==> src/rtl/fproc_arb_pkg.sv <==
// -----------------------------------------------------------------------------
// fproc_arb_pkg
//   Shared types and helpers for the function-processor arbiter:
//     state_e          - arbiter FSM states (IDLE, ISSUE, WAIT, RESP)
//     TIMEOUT_FILL_BIT - bit replicated across the response data on timeout
//     core_idx_width() - width of a core index for a given core count
// -----------------------------------------------------------------------------
package fproc_arb_pkg;

    typedef enum logic [1:0] {
        IDLE  = 2'd0,
        ISSUE = 2'd1,
        WAIT  = 2'd2,
        RESP  = 2'd3
    } state_e;

    // A timed-out transaction returns all ones to the waiting core.
    localparam logic TIMEOUT_FILL_BIT = 1'b1;

    function automatic int unsigned core_idx_width(input int unsigned n_cores);
        return (n_cores > 1) ? $clog2(n_cores) : 1;
    endfunction

endpackage

==> src/rtl/fproc_arb_rr_pick.sv <==
// -----------------------------------------------------------------------------
// rr_pick
//   Combinational round-robin picker: selects the first set bit of pending_i
//   at or after rr_ptr_i, wrapping past N-1 back to 0.
//   Ports:
//     pending_i   [N]  - request vector
//     rr_ptr_i    [IW] - index with the highest priority this round
//     grant_o     [IW] - selected index (0 when nothing is pending)
//     any_valid_o      - at least one pending bit is set
// -----------------------------------------------------------------------------
module rr_pick
    import fproc_arb_pkg::*;
#(
    parameter  int unsigned N  = 4,
    localparam int unsigned IW = core_idx_width(N)
) (
    input  logic [N-1:0]  pending_i,
    input  logic [IW-1:0] rr_ptr_i,
    output logic [IW-1:0] grant_o,
    output logic          any_valid_o
);

    int unsigned idx;

    always_comb begin
        grant_o     = '0;
        any_valid_o = 1'b0;
        idx         = 0;
        // Walk offsets from farthest to nearest; the last hit is the index
        // closest to the pointer, so it overrides the earlier ones.
        for (int unsigned k = 0; k < N; k++) begin
            idx = (32'(rr_ptr_i) + N - 1 - k) % N;
            if (pending_i[IW'(idx)]) begin
                grant_o     = IW'(idx);
                any_valid_o = 1'b1;
            end
        end
    end

endmodule

==> src/rtl/fproc_arb.sv <==
// -----------------------------------------------------------------------------
// fproc_arb
//   Shares one function-processor (fproc) port among N_CORES cores. Each
//   core request (core_req + core_id slice) is latched as pending, picked
//   round-robin, issued downstream one transaction at a time, and the
//   response is handed back to the requesting core as a one-cycle strobe.
//   A response timeout returns all-ones data so a dead fproc cannot hang
//   a core.
//   Ports:
//     clk, reset (async, active low)
//     core_req   [N]       - per-core request pulse
//     core_id    [N*IDW]   - per-core request id, sampled with core_req
//     core_ready [N]       - one-hot response strobe (RESP cycle only)
//     core_data  [DW]      - response data, 0 unless a core_ready bit is high
//     fp_req_valid/ready   - downstream request handshake
//     fp_req_id  [IDW]     - id of the issued request
//     fp_req_core          - index of the issuing core
//     fp_resp_valid/data   - downstream response strobe and data
//     timeout_err          - sticky, set on any response timeout
//     proto_err            - sticky, set on a repeat request from a pending
//                            core or on fp_resp_valid outside WAIT
// -----------------------------------------------------------------------------
module fproc_arb
    import fproc_arb_pkg::*;
#(
    parameter int unsigned N_CORES        = 4,
    parameter int unsigned DATA_WIDTH     = 32,
    parameter int unsigned FPROC_ID_WIDTH = 8,
    parameter int unsigned TIMEOUT        = 1024
) (
    input  logic                              clk,
    input  logic                              reset,
    input  logic [N_CORES-1:0]                core_req,
    input  logic [N_CORES*FPROC_ID_WIDTH-1:0] core_id,
    output logic [N_CORES-1:0]                core_ready,
    output logic [DATA_WIDTH-1:0]             core_data,
    output logic                              fp_req_valid,
    input  logic                              fp_req_ready,
    output logic [FPROC_ID_WIDTH-1:0]         fp_req_id,
    output logic [$clog2(N_CORES)-1:0]        fp_req_core,
    input  logic                              fp_resp_valid,
    input  logic [DATA_WIDTH-1:0]             fp_resp_data,
    output logic                              timeout_err,
    output logic                              proto_err
);

    localparam int unsigned IW = core_idx_width(N_CORES);
    localparam int unsigned TW = $clog2(TIMEOUT);
    localparam logic [N_CORES-1:0] ONE_HOT0 = {{(N_CORES-1){1'b0}}, 1'b1};

    state_e                    state_q, state_d;
    logic [N_CORES-1:0]        pending_q, pending_d;
    logic [FPROC_ID_WIDTH-1:0] id_q [N_CORES];
    logic [FPROC_ID_WIDTH-1:0] id_d [N_CORES];
    logic [IW-1:0]             cur_q, cur_d;
    logic [IW-1:0]             rr_q, rr_d;
    logic [TW-1:0]             timer_q, timer_d;
    logic [DATA_WIDTH-1:0]     data_q, data_d;
    logic                      terr_q, terr_d;
    logic                      perr_q, perr_d;

    logic [N_CORES-1:0]        clr;
    logic [IW-1:0]             grant;
    logic                      any_pending;

    rr_pick #(
        .N (N_CORES)
    ) u_pick (
        .pending_i   (pending_q),
        .rr_ptr_i    (rr_q),
        .grant_o     (grant),
        .any_valid_o (any_pending)
    );

    always_ff @(posedge clk or negedge reset) begin
        if (!reset) begin
            state_q   <= IDLE;
            pending_q <= '0;
            for (int unsigned i = 0; i < N_CORES; i++) begin
                id_q[i] <= '0;
            end
            cur_q     <= '0;
            rr_q      <= '0;
            timer_q   <= '0;
            data_q    <= '0;
            terr_q    <= 1'b0;
            perr_q    <= 1'b0;
        end else begin
            state_q   <= state_d;
            pending_q <= pending_d;
            for (int unsigned i = 0; i < N_CORES; i++) begin
                id_q[i] <= id_d[i];
            end
            cur_q     <= cur_d;
            rr_q      <= rr_d;
            timer_q   <= timer_d;
            data_q    <= data_d;
            terr_q    <= terr_d;
            perr_q    <= perr_d;
        end
    end

    always_comb begin
        state_d   = state_q;
        pending_d = pending_q;
        id_d      = id_q;
        cur_d     = cur_q;
        rr_d      = rr_q;
        timer_d   = timer_q;
        data_d    = data_q;
        terr_d    = terr_q;
        perr_d    = perr_q;

        core_ready   = '0;
        core_data    = '0;
        fp_req_valid = 1'b0;
        fp_req_id    = '0;
        fp_req_core  = '0;

        // The core being answered this cycle frees its pending slot at the
        // coming edge, so a fresh request from it is legal right now.
        clr = (state_q == RESP) ? (ONE_HOT0 << cur_q) : '0;

        for (int unsigned i = 0; i < N_CORES; i++) begin
            if (core_req[i]) begin
                if (pending_q[i] && !clr[i]) begin
                    perr_d = 1'b1;
                end else begin
                    pending_d[i] = 1'b1;
                    id_d[i]      = core_id[i*FPROC_ID_WIDTH +: FPROC_ID_WIDTH];
                end
            end else if (clr[i]) begin
                pending_d[i] = 1'b0;
            end
        end

        if (fp_resp_valid && state_q != WAIT) begin
            perr_d = 1'b1;
        end

        unique case (state_q)
            IDLE: begin
                if (any_pending) begin
                    cur_d   = grant;
                    state_d = ISSUE;
                end
            end
            ISSUE: begin
                fp_req_valid = 1'b1;
                fp_req_id    = id_q[cur_q];
                fp_req_core  = cur_q;
                if (fp_req_ready) begin
                    timer_d = '0;
                    state_d = WAIT;
                end
            end
            WAIT: begin
                // A response landing on the timeout cycle takes priority.
                if (fp_resp_valid) begin
                    data_d  = fp_resp_data;
                    state_d = RESP;
                end else if (timer_q == TW'(TIMEOUT - 1)) begin
                    data_d  = {DATA_WIDTH{TIMEOUT_FILL_BIT}};
                    terr_d  = 1'b1;
                    state_d = RESP;
                end else begin
                    timer_d = timer_q + 1'b1;
                end
            end
            RESP: begin
                core_ready = ONE_HOT0 << cur_q;
                core_data  = data_q;
                rr_d       = (cur_q == IW'(N_CORES - 1)) ? '0 : cur_q + 1'b1;
                state_d    = IDLE;
            end
            default: state_d = IDLE;
        endcase
    end

    assign timeout_err = terr_q;
    assign proto_err   = perr_q;

endmodule

==> config.mk <==
export PLATFORM = sky130hd
export DESIGN_NAME = fproc_arb
export DESIGN_NICKNAME = d
export VERILOG_FILES = /design/src/rtl/fproc_arb_pkg.sv /design/src/rtl/fproc_arb_rr_pick.sv /design/src/rtl/fproc_arb.sv
export SDC_FILE = /design/constraint.sdc
export NUM_CORES = 1
export LEC_CHECK = 0
export CORE_MARGIN = 5
export CORE_UTILIZATION = 49
export CTS_BUF_LIST = sky130_fd_sc_hd__clkbuf_4
export DETAILED_ROUTE_END_ITERATION = 12
export GPL_TIMING_DRIVEN = 1
export PLACE_DENSITY = 0.82
export SYNTH_ARGS = -nofsm -noshare
export SYNTH_HDL_FRONTEND = slang
export SYNTH_SLANG_ARGS = --single-unit
==> constraint.sdc <==
create_clock -name clk -period 2.4 [get_ports clk]
set_input_delay 0.48 -clock clk [delete_from_list [all_inputs] [get_ports clk]]
set_output_delay 0.48 -clock clk [all_outputs]
set_load 0.01 [all_outputs]
==> results of run 1 <==
worst max-delay path by stage:
| stage | from | endpoint | slack, ns |
|---|---|---|---|
| 2_1_floorplan | cur_q[1]$_DFFE_PN0P_ | id_q[16]$_DFFE_PN0P_ | 0.37 |
| 3_3_place_gp | state_q[1]$_DFFE_PN0P_ | fp_req_id[7] | 0.17 |
| 3_5_place_dp | state_q[1]$_DFFE_PN0P_ | fp_req_core[0] | 0.11 |
| 4_1_cts | state_q[0]$_DFFE_PN0P_ | core_ready[2] | -0.01 |
| 5_1_grt | cur_q[0]$_DFFE_PN0P_ | fp_req_id[7] | 0.004 |
| 6_report | state_q[1]$_DFFE_PN0P_ | core_data[3] | 0.1 |
state kept, by name, indices dropped and copies added, names as in the netlist:
| signal | cells |
|---|---|
| state_q | 2 |
| id_q | 32 |
| pending_q | 4 |
| timeout_err | 1 |
| cur_q | 2 |
| rr_q | 2 |
| timer_q | 10 |
| data_q | 32 |
| proto_err | 1 |
per-stage QoR:
stage / util / power, mW / setup WS (ns) / cells / hold WS, ns
after floorplan: - / 4.26 / 0.372 / 336 / 0.184
after global placement: 0.660 / 5.39 / 0.174 / 553 / 0.444
after detailed placement: 0.660 / 5.52 / 0.108 / 553 / 0.470
after CTS: 0.692 / 6.60 / -0.0148 / 582 / 0.497
after global routing: 0.696 / 7.03 / 0.00404 / 581 / 0.501
final: 0.696 / 6.55 / 0.0985 / 581 / 0.487
area by class of cell:
class / count / area [µm²]
Inverter: 10 / 37.5
Timing Repair Buffer: 143 / 1380
Clock inverter: 7 / 97.6
Multi-Input combinational cell: 221 / 1850
Clock buffer: 9 / 67.6
Tap cell: 105 / 131
Sequential cell: 86 / 2150
Fill cell: 633 / 2500
placed cells by master (no fill, tap or decap), types with 3 or more instances in the layout:
master	Yosys	routed
a21oi_1	8	8
and2_1	46	44
buf_2	6	8
buf_4	0	17
buf_6	4	6
clkbuf_4	0	9
clkdlybuf4s50_1	0	93
dfrtp_1	86	84
dlygate4sd2_1	0	7
dlymetal6s2s_1	0	11
ha_1	10	8
inv_1	10	9
mux2_2	34	34
mux4_2	8	8
nand2_1	18	18
nand2b_1	6	6
nand3_1	7	7
nand4_1	4	4
nor2_1	4	4
nor2b_1	4	4
o21ai_0	4	4
o22a_1	32	32
o41ai_1	3	3
or2_2	3	3
routing by layer:
metal	GRT usage	wire length (µm)	up-vias
li1	-	-	1489
met1	0.273	4320	1613
met2	0.370	5490	70
met3	0.0406	407	11
met4	0.0624	153	0
met5	0	0	-
worst max-delay path: stages, from the launching register on:
cell and delay (ns):
dfrtp_1 0.41, ha_4 0.17, buf_6 0.14, and2_1 0.14, clkdlybuf4s50_1 0.55
logic make-up (layout without fill, tap and decap cells):
logic type / after synthesis / in the layout / synth area share
AND/OR/NAND/NOR: 99 / 99 / 0.139
flip-flops: 86 / 86 / 0.522
AO/OA/AOI/OAI: 69 / 69 / 0.134
multiplexers: 43 / 43 / 0.139
buffers and inverters: 29 / 169 / 0.0355
adder cells (fa/ha/maj): 10 / 10 / 0.0304
report_power, final:
group          switching (mW)  internal [mW]
Clock                   0.513          0.426
Sequential              0.396           2.08
Combinational            1.33           1.80
Total                    2.24           4.31
repair_timing:
action / in CTS / in global routing
setup endpoints to repair: 47 / 39
cloned: 1 / 0
resized for setup: 51 / 16
pin swaps: 1 / 1
endpoints found under the hold margin: 9 / 0
buffers inserted: 11 / 0
hold buffers: 1 / 0
==> reports/results.txt, run 1 <==
drt pass-1 iters -> 5
Clk Latency, worst-skew pair -> 0.41 ns
RSZ-0062 raised after global routing -> no
final critical-path required period -> 2.30 ns
CTS H-tree lvls -> 3
FF-to-FF End -> timer_q[3]$_DFFE_PN0P_
clock-pin slew on the worst setup and hold paths -> 0.14 ns
area leader, netlist -> dfrtp_1
final WL -> 10400 µm
ys flop type -> dfrtp_1
ANT nets after route -> 0
# IOs -> 121
Synth Net Count -> 418
count of final setup violators -> 0
Least-Margin Pin Slew -> 0.723 ns
Die Wd -> 102 µm
async set-or-reset flop fraction in the synthesized netlist -> 1.00
top post-synthesis cells by area -> dfrtp_1 (52%), mux2_2 (9.3%), and2_1 (7.0%), o22a_1 (6.8%), mux4_2 (4.4%)
Peak VDD IR -> 0.000653 V
Worst Hold Launch -> timeout_err$_DFFE_PN0P_
critical path required time -> 1.92 ns
total track usage -> 0.214
synth warn -> 0
DR iter-0 viols -> 112
die height -> 102 µm
die area -> 10300 µm²
Sum Neg Setup Slack -> 0 ns
grt ovf -> 0
Power Dens Cells -> 1150 nW/µm²
Finished Cell Area -> 5720 µm²
Worst Setup End Kind -> primary output
R2R setup slack -> 0.23 ns
ANT cells -> 0
Yosys reg bits -> 86
Pins Over Slew Limit -> 0
Final period util -> 0.959
Worst Hold Depth -> 1
initial antenna violation count -> 0
Nets -> 553
Site Rows -> 33
detailed placer's ending HPWL -> 7560 µm
Max-slew headroom -> 0.516
drc violations -> 0
clk_skew -> 0.0155 ns
Post-DP Area -> 5420 µm²
Final Wtd Congestion -> 0.805
share of post-route cells with drive strength above 1 -> 0.216
netlist area before placement -> 4120 µm²
number of synthesized flops with an enable pin -> 0
Worst setup SP type -> register
top-count cell post-synth -> dfrtp_1
root buffer cell -> clkbuf_4
Arr. time, crit path -> 1.82 ns
DR WL/cell -> 17.8 µm
CORE AREA -> 8220 µm²
Area growth syn-to-layout -> 38.7%
CTS max path bufs -> 2
vias per cell -> 5.48
Worst Hold End -> timeout_err$_DFFE_PN0P_
critical path class -> reg -> out
Synth cell types -> 44
post-synth top area share -> 0.522
CTS tree -> built
R2R Path Start -> state_q[1]$_DFFE_PN0P_
Initial Util -> 0.501
status -> finished, final reports clean
total CTS buffers -> 9
static leakage -> 2.59 nW
synthesized area per cell -> 12.3 µm²
IO buf count -> 120
min-delay worst type -> reg -> reg
most frequent cells after synthesis -> dfrtp_1 (86), and2_1 (46), mux2_2 (34), o22a_1 (32), nand2_1 (18)
Vias -> 3183
Worst R2R Path Depth -> 7
largest net degree at the start of global routing -> 38
Post-Syn Instances -> 336
final hold vios -> 0
post-synthesis sequential area ratio -> 0.522
crit-path max FO -> 13
first-pass GRT wire length -> 17200 µm
vias in the first global route -> 3430
MaxCap Viol Count -> 0
fmax -> 0.434 GHz
Sink Count -> 86
(Power assumes the default switching activity.)
==> run 2, diff against run 1 <==
--- a/config.mk
+++ b/config.mk
@@ -11,6 +11,7 @@
 export DETAILED_ROUTE_END_ITERATION = 12
 export GPL_TIMING_DRIVEN = 1
 export PLACE_DENSITY = 0.82
+export RECOVER_POWER = 25
 export SYNTH_ARGS = -nofsm -noshare
 export SYNTH_HDL_FRONTEND = slang
 export SYNTH_SLANG_ARGS = --single-unit
==> run 2 against run 1 <==
  * Clock skew up 0.00090 ns
  * Critical path depth unchanged
  * Via count grew 0.53%
  * Largest cell class unchanged
  * Final cell count stayed put
  * Hold slack worse by 0.00074 ns
  * Critical endpoint is now core_data[24]
  * Highest routed layer unchanged
  * Die area unchanged
  * Sequential share of layout area increased by 0.058 points
==> reports/results.txt, run 2 (synthesis results as in run 1) <==
final WL -> 10300 µm
Final period util -> 0.966
Worst setup SP type -> register
critical path endpoint -> core_data[24]
pre-CTS setup slack -> 0.108 ns
Arr. time, crit path -> 1.84 ns
Least-Margin Pin Slew -> 0.943 ns
Pins Over Slew Limit -> 0
most common cell after layout, fill and taps aside -> clkdlybuf4s50_1
R2R Path Start -> state_q[1]$_DFFE_PN0P_
Site Rows -> 33
Net Sw Frac -> 0.342
CORE AREA -> 8220 µm²
Worst R2R Path Depth -> 7
initial antenna violation count -> 0
Die Wd -> 102 µm
drc violations -> 0
ANT cells -> 0
Max-slew headroom -> 0.371
Initial Util -> 0.501
die height -> 102 µm
IO buf count -> 120
largest net degree at the start of global routing -> 38
CTS tree -> built
final critical-path required period -> 2.32 ns
critical path class -> reg -> out
MaxCap Viol Count -> 0
Final WS setup -> 0.0811 ns
DR iter-0 viols -> 94
Nets -> 553
root buffer cell -> clkbuf_4
static leakage -> 2.58 nW
CTS max path bufs -> 2
first-pass GRT wire length -> 17200 µm
clock share of power -> 0.143
die area -> 10300 µm²
min-delay worst type -> reg -> reg
# IOs -> 121
CTS H-tree lvls -> 3
leading cell types in the layout, fill and taps excluded -> clkdlybuf4s50_1 (93), dfrtp_1 (84), and2_1 (44)
DR WL/cell -> 17.8 µm
Peak VDD IR -> 0.000653 V
vias per cell -> 5.51
R2R setup slack -> 0.23 ns
clock-pin slew on the worst setup and hold paths -> 0.14 ns
Gate power share -> 0.478
Post-Place Cells -> 553
fmax -> 0.431 GHz
crit-path max FO -> 13
RSZ-0062 raised after global routing -> no
Final Wtd Congestion -> 0.805
vias in the first global route -> 3430
Worst Setup End Kind -> primary output
Pint -> 4.31 mW
critical path required time -> 1.92 ns
total track usage -> 0.214
clk_skew -> 0.0164 ns
Non-Filler Instances -> 581
biggest registers after layout -> data_q (32), id_q (32), timer_q (10)
Vias -> 3200
status -> finished, final reports clean
Power Dens Cells -> 1150 nW/µm²
FF-to-FF End -> timer_q[3]$_DFFE_PN0P_
count of final setup violators -> 0
Psw -> 2.24 mW
final hold vios -> 0
grt ovf -> 0
ANT nets after route -> 0
detailed placer's ending HPWL -> 7560 µm
Clk Latency, worst-skew pair -> 0.42 ns
Area growth syn-to-layout -> 38.5%
drt pass-1 iters -> 4
Reg power frac -> 0.379
Critical Path Start -> state_q[1]$_DFFE_PN0P_
Sink Count -> 86
total CTS buffers -> 9
share of post-route cells with drive strength above 1 -> 0.214
-- run 2: changes by cell type in the layout (fill, tap and decap cells not counted) --
| cell | previous run | this run |
|---|---|---|
| clkbuf_2 | 0 | 2 |
| clkbuf_1 | 0 | 1 |
| buf_4 | 17 | 14 |
-- run 2: per-stage QoR --
stage                     utilization  power, mW  TNS [ns]  area [µm²]  hold slack, ns
after floorplan                     -       4.26         0        4120           0.184
after global placement          0.660       5.39         0        5420           0.444
after detailed placement        0.660       5.52         0        5420           0.470
after CTS                       0.692       6.60   -0.0148        5690           0.497
after global routing            0.695       7.02         0        5710           0.501
final                           0.695       6.55         0        5710           0.486
-- run 2: critical path, stage by stage, from the launching register on --
cell and delay, ns:
dfrtp_1 0.41, ha_4 0.17, buf_6 0.14, and2_1 0.16
clkdlybuf4s50_1 0.54
-- run 2: how the worst min path moves through the flow --
stage / start / end / slack (ns) / cells after the start
2_1_floorplan: reset / cur_q[0]$_DFFE_PN0P_ / 0.18 / 0
3_3_place_gp: timeout_err$_DFFE_PN0P_ / timeout_err$_DFFE_PN0P_ / 0.44 / 1
3_5_place_dp: data_q[2]$_DFFE_PN0P_ / data_q[2]$_DFFE_PN0P_ / 0.47 / 1
4_1_cts: timeout_err$_DFFE_PN0P_ / timeout_err$_DFFE_PN0P_ / 0.50 / 1
5_1_grt: timeout_err$_DFFE_PN0P_ / timeout_err$_DFFE_PN0P_ / 0.50 / 1
6_report: timeout_err$_DFFE_PN0P_ / timeout_err$_DFFE_PN0P_ / 0.49 / 1
-- run 2: area by class of cell --
type	count	area (µm²)
timing repair buffer	143	1370
sequential	86	2150
fill	630	2510
multi-input combinational	221	1850
clock buffer	9	67.6
tap	105	131
inverter	10	37.5
clock inverter	7	97.6
-- run 2: routing by layer --
metal | GRT usage | up-vias | wire, µm
met5 | 0 | - | 0
li1 | - | 1491 | -
met4 | 0.0624 | 0 | 153
met2 | 0.370 | 73 | 5450
met3 | 0.0406 | 11 | 406
met1 | 0.273 | 1625 | 4330
-- run 2: repair_timing --
action / 4_1_cts / 5_1_grt
pin swaps: 1 / 1
endpoints found under the hold margin: 9 / 0
setup endpoints to repair: 47 / 39
setup buffers: 11 / 0
hold buffers: 1 / 0
cloned: 1 / 0
resized for setup: 51 / 16
-- run 2: power groups by stage --
stage	combinational [mW]	clock [mW]	sequential (mW)
2_1_floorplan	1.89	0	2.37
3_3_place_gp	2.93	0	2.46
3_5_place_dp	3.02	0	2.50
4_1_cts	3.17	0.965	2.47
5_1_grt	3.42	1.03	2.57
6_report	3.13	0.937	2.48
==> edit: new RTL, config.mk and constraints of run 1 <==
Register the output `timeout_err` once more, cleared by the reset; this adds one clock of latency there. The other outputs are not delayed to match.
--- a/src/rtl/fproc_arb.sv
+++ b/src/rtl/fproc_arb.sv
@@ -177,7 +177,13 @@
         endcase
     end
 
-    assign timeout_err = terr_q;
+    always_ff @(posedge clk or negedge reset) begin
+        if (!reset) begin
+            timeout_err <= '0;
+        end else begin
+            timeout_err <= terr_q;
+        end
+    end
     assign proto_err   = perr_q;
 
 endmodule
Function: no difference found for any inputs over 4 cycles, from zero or initial values and one cycle with reset low; that may be too few to reach the edited logic, so the function may still have changed.
==> edit against run 1 <==
- routed wire length up 1.8%
- hold slack lost 0.47 ns
- worst setup slack lost 0.064 ns
- cell area about the same
- die area up 0.54%
- sequential cell count up 1
- total power decreased by 2.3%
- synthesized area increased by 0.61%
- largest cell class unchanged
==> edit: results (changes against run 1) <==
| Metric | Value |
|---|---|
| Sequential element share of the synthesized area | 0.525 (+0.00288) |
| Combinational share of power | 0.504 (+0.026) |
| Worst skew pair latency | 0.42 ns |
| Origin of the critical flop-to-flop path | state_q[0] |
| Vias in the first global route | 3361 (-2.0%) |
| Vias after detailed routing | 3188 (+0.16%) |
| Worst vdd ir | 0.515 mV (-21%) |
| Most used DFF post-synth | dfrtp_1 |
| Lkg Pwr | 2.65 nW (+2.6%) |
| WL/cell | 18.2 µm (+2.2%) |
| Relative slew slack | 0.526 (+0.0102) |
| Drt pass-1 iters | 4 (-1) |
| Internal | 4.17 mW (-3.3%) |
| CP max stage delay | 0.54 ns |
| Synth Net Count | 419 (+0.24%) |
| Hold crit path type | primary input to asynchronous set/reset pin |
| Largest net degree at the start of global routing | 50 (+32%) |
| Via/cell ratio | 5.51 (+0.50%) |
| Worst slack, placed | 0.138 ns (+0.0305 ns) |
| Ranking of synthesized cells by area | dfrtp_1, mux2_2, and2_1 |
| Iter 0 DRT Violations | 148 (+32%) |
| Max Root-Sink Buffers | 2 (unchanged) |
| Synth warn | 0 (unchanged) |
| CTS H-tree lvls | 3 (unchanged) |
| Biggest regs | data_q x32, id_q x32, timer_q x10 |
| Final GP Congestion | 0.860 (+6.8%) |
| Antenna cells | 0 (unchanged) |
| Clock-pin slew on the worst setup and hold paths | 0.14 ns (about the same) |
| Worst path slowest cell | clkdlybuf4s50_1 |
| Worst Path Arrival | 1.89 ns (+0.07 ns) |
| Initial antenna violation count | 0 (unchanged) |
| Root Driver | clkbuf_4 |
| IO buf count | 120 (unchanged) |
| Clk_skew | 0.0202 ns (+0.00477 ns) |
| Crit-path max FO | 29 (+16) |
| Layout cell share with drive strength beyond 1 | 0.203 (-0.0139) |
| FFs w/ async S/R, synth | 1.00 (unchanged) |
| HPWL after detailed placement | 7690 µm (+1.7%) |
| Synth cell types | 44 (unchanged) |
| Nets | 552 (-0.18%) |
| Gr usage total | 0.205 (-0.00861) |
| First-pass GRT wire length | 16600 µm (-3.5%) |
| End of the worst register-to-register path | timer_q[7] |
| Worst R2R Path Depth | 8 (+1) |
| Commonest cells in the synthesized netlist | dfrtp_1, and2_1, mux2_2 |
| Reg2reg setup slack | 0.15 ns (-0.08 ns) |
| Cell count after synthesis | 337 (+0.30%) |
| Status | completed |
| Top delay family on crit path | buffers and inverters |
| CTS Buf Count | 9 (unchanged) |
edit: changes by cell type in the layout (fill, tap and decap cells not counted), moves of 2 or more:
cell	run 1	this run
buf_12	0	2
buf_2	8	2
buf_4	17	15
bufinv_16	2	0
clkbuf_2	0	3
clkdlybuf4s15_1	0	3
clkinv_2	1	3
dfrtp_1	84	87
dfrtp_2	2	0
dlygate4sd2_1	7	1
dlymetal6s2s_1	11	17
edit: final cells by class:
cell class / count / area (µm²)
fill: 589 / 2500
multi-input combinational: 221 / 1850
sequential: 87 / 2180
clock inverter: 5 / 26.3
clock buffer: 10 / 75.1
inverter: 10 / 37.5
timing repair buffer: 141 / 1420
tap: 105 / 131
edit: timing repair:
action / 4_1_cts / 5_1_grt
setup endpoints to repair: 44 / 45
hold buffers: 0 / 0
gates resized for setup: 26 / 37
buffers inserted: 4 / 9
pin swaps: 0 / 4
edit: worst register-to-register path: cells and delay by family, from the launching register on:
kind / cells / cell delay, ns
adder cells (fa/ha/maj): 1 / 0.38
buffers and inverters: 3 / 0.38
flip-flops: 1 / 0.45
AND/OR/NAND/NOR: 4 / 0.98
edit: how the worst max path moves through the flow:
stage          slack [ns]  cells after the start    startpoint             end
5_1_grt             -0.05                      9    state_q[1]      timer_q[3]
3_5_place_dp         0.14                      5  fp_req_ready      timer_q[3]
3_3_place_gp         0.21                      4    state_q[1]    fp_req_id[7]
4_1_cts             -0.11                      4    state_q[1]  fp_req_core[1]
2_1_floorplan        0.37                      8      cur_q[1]        id_q[16]
6_report             0.03                      4    state_q[0]   core_data[18]
edit: stage by stage:
| step | hold WS [ns] | power, mW | util | instance area [µm²] |
|---|---|---|---|---|
| after floorplan | 0.184 | 4.27 | - | 4150 |
| after global placement | 0.369 | 5.41 | 0.662 | 5440 |
| after detailed placement | 0.386 | 5.55 | 0.662 | 5440 |
| after CTS | 0.0114 | 6.26 | 0.676 | 5560 |
| after global routing | 0.0248 | 6.82 | 0.696 | 5720 |
| final | 0.0172 | 6.40 | 0.696 | 5720 |
edit: kinds of logic after synthesis:
group	synth area share
flip-flops	0.525
multiplexers	0.138
buffers and inverters	0.0353
AND/OR/NAND/NOR	0.138
adder cells (fa/ha/maj)	0.0302
AO/OA/AOI/OAI	0.133
edit: power by group through the flow:
stage | logic [mW] | registers [mW] | clock network, mW
finish | 3.23 | 2.49 | 0.681
global route | 3.49 | 2.58 | 0.760
CTS | 3.07 | 2.48 | 0.703
detailed placement | 3.04 | 2.51 | 0
global placement | 2.94 | 2.47 | 0
floorplan | 1.89 | 2.38 | 0
edit: metal layers:
layer  GRT usage  wire length (µm)  share of wire
met3      0.0389               527          0.050
met4      0.0727               145          0.014
met2       0.358              5620           0.53
met5           0                 0              0
met1       0.254              4260           0.40
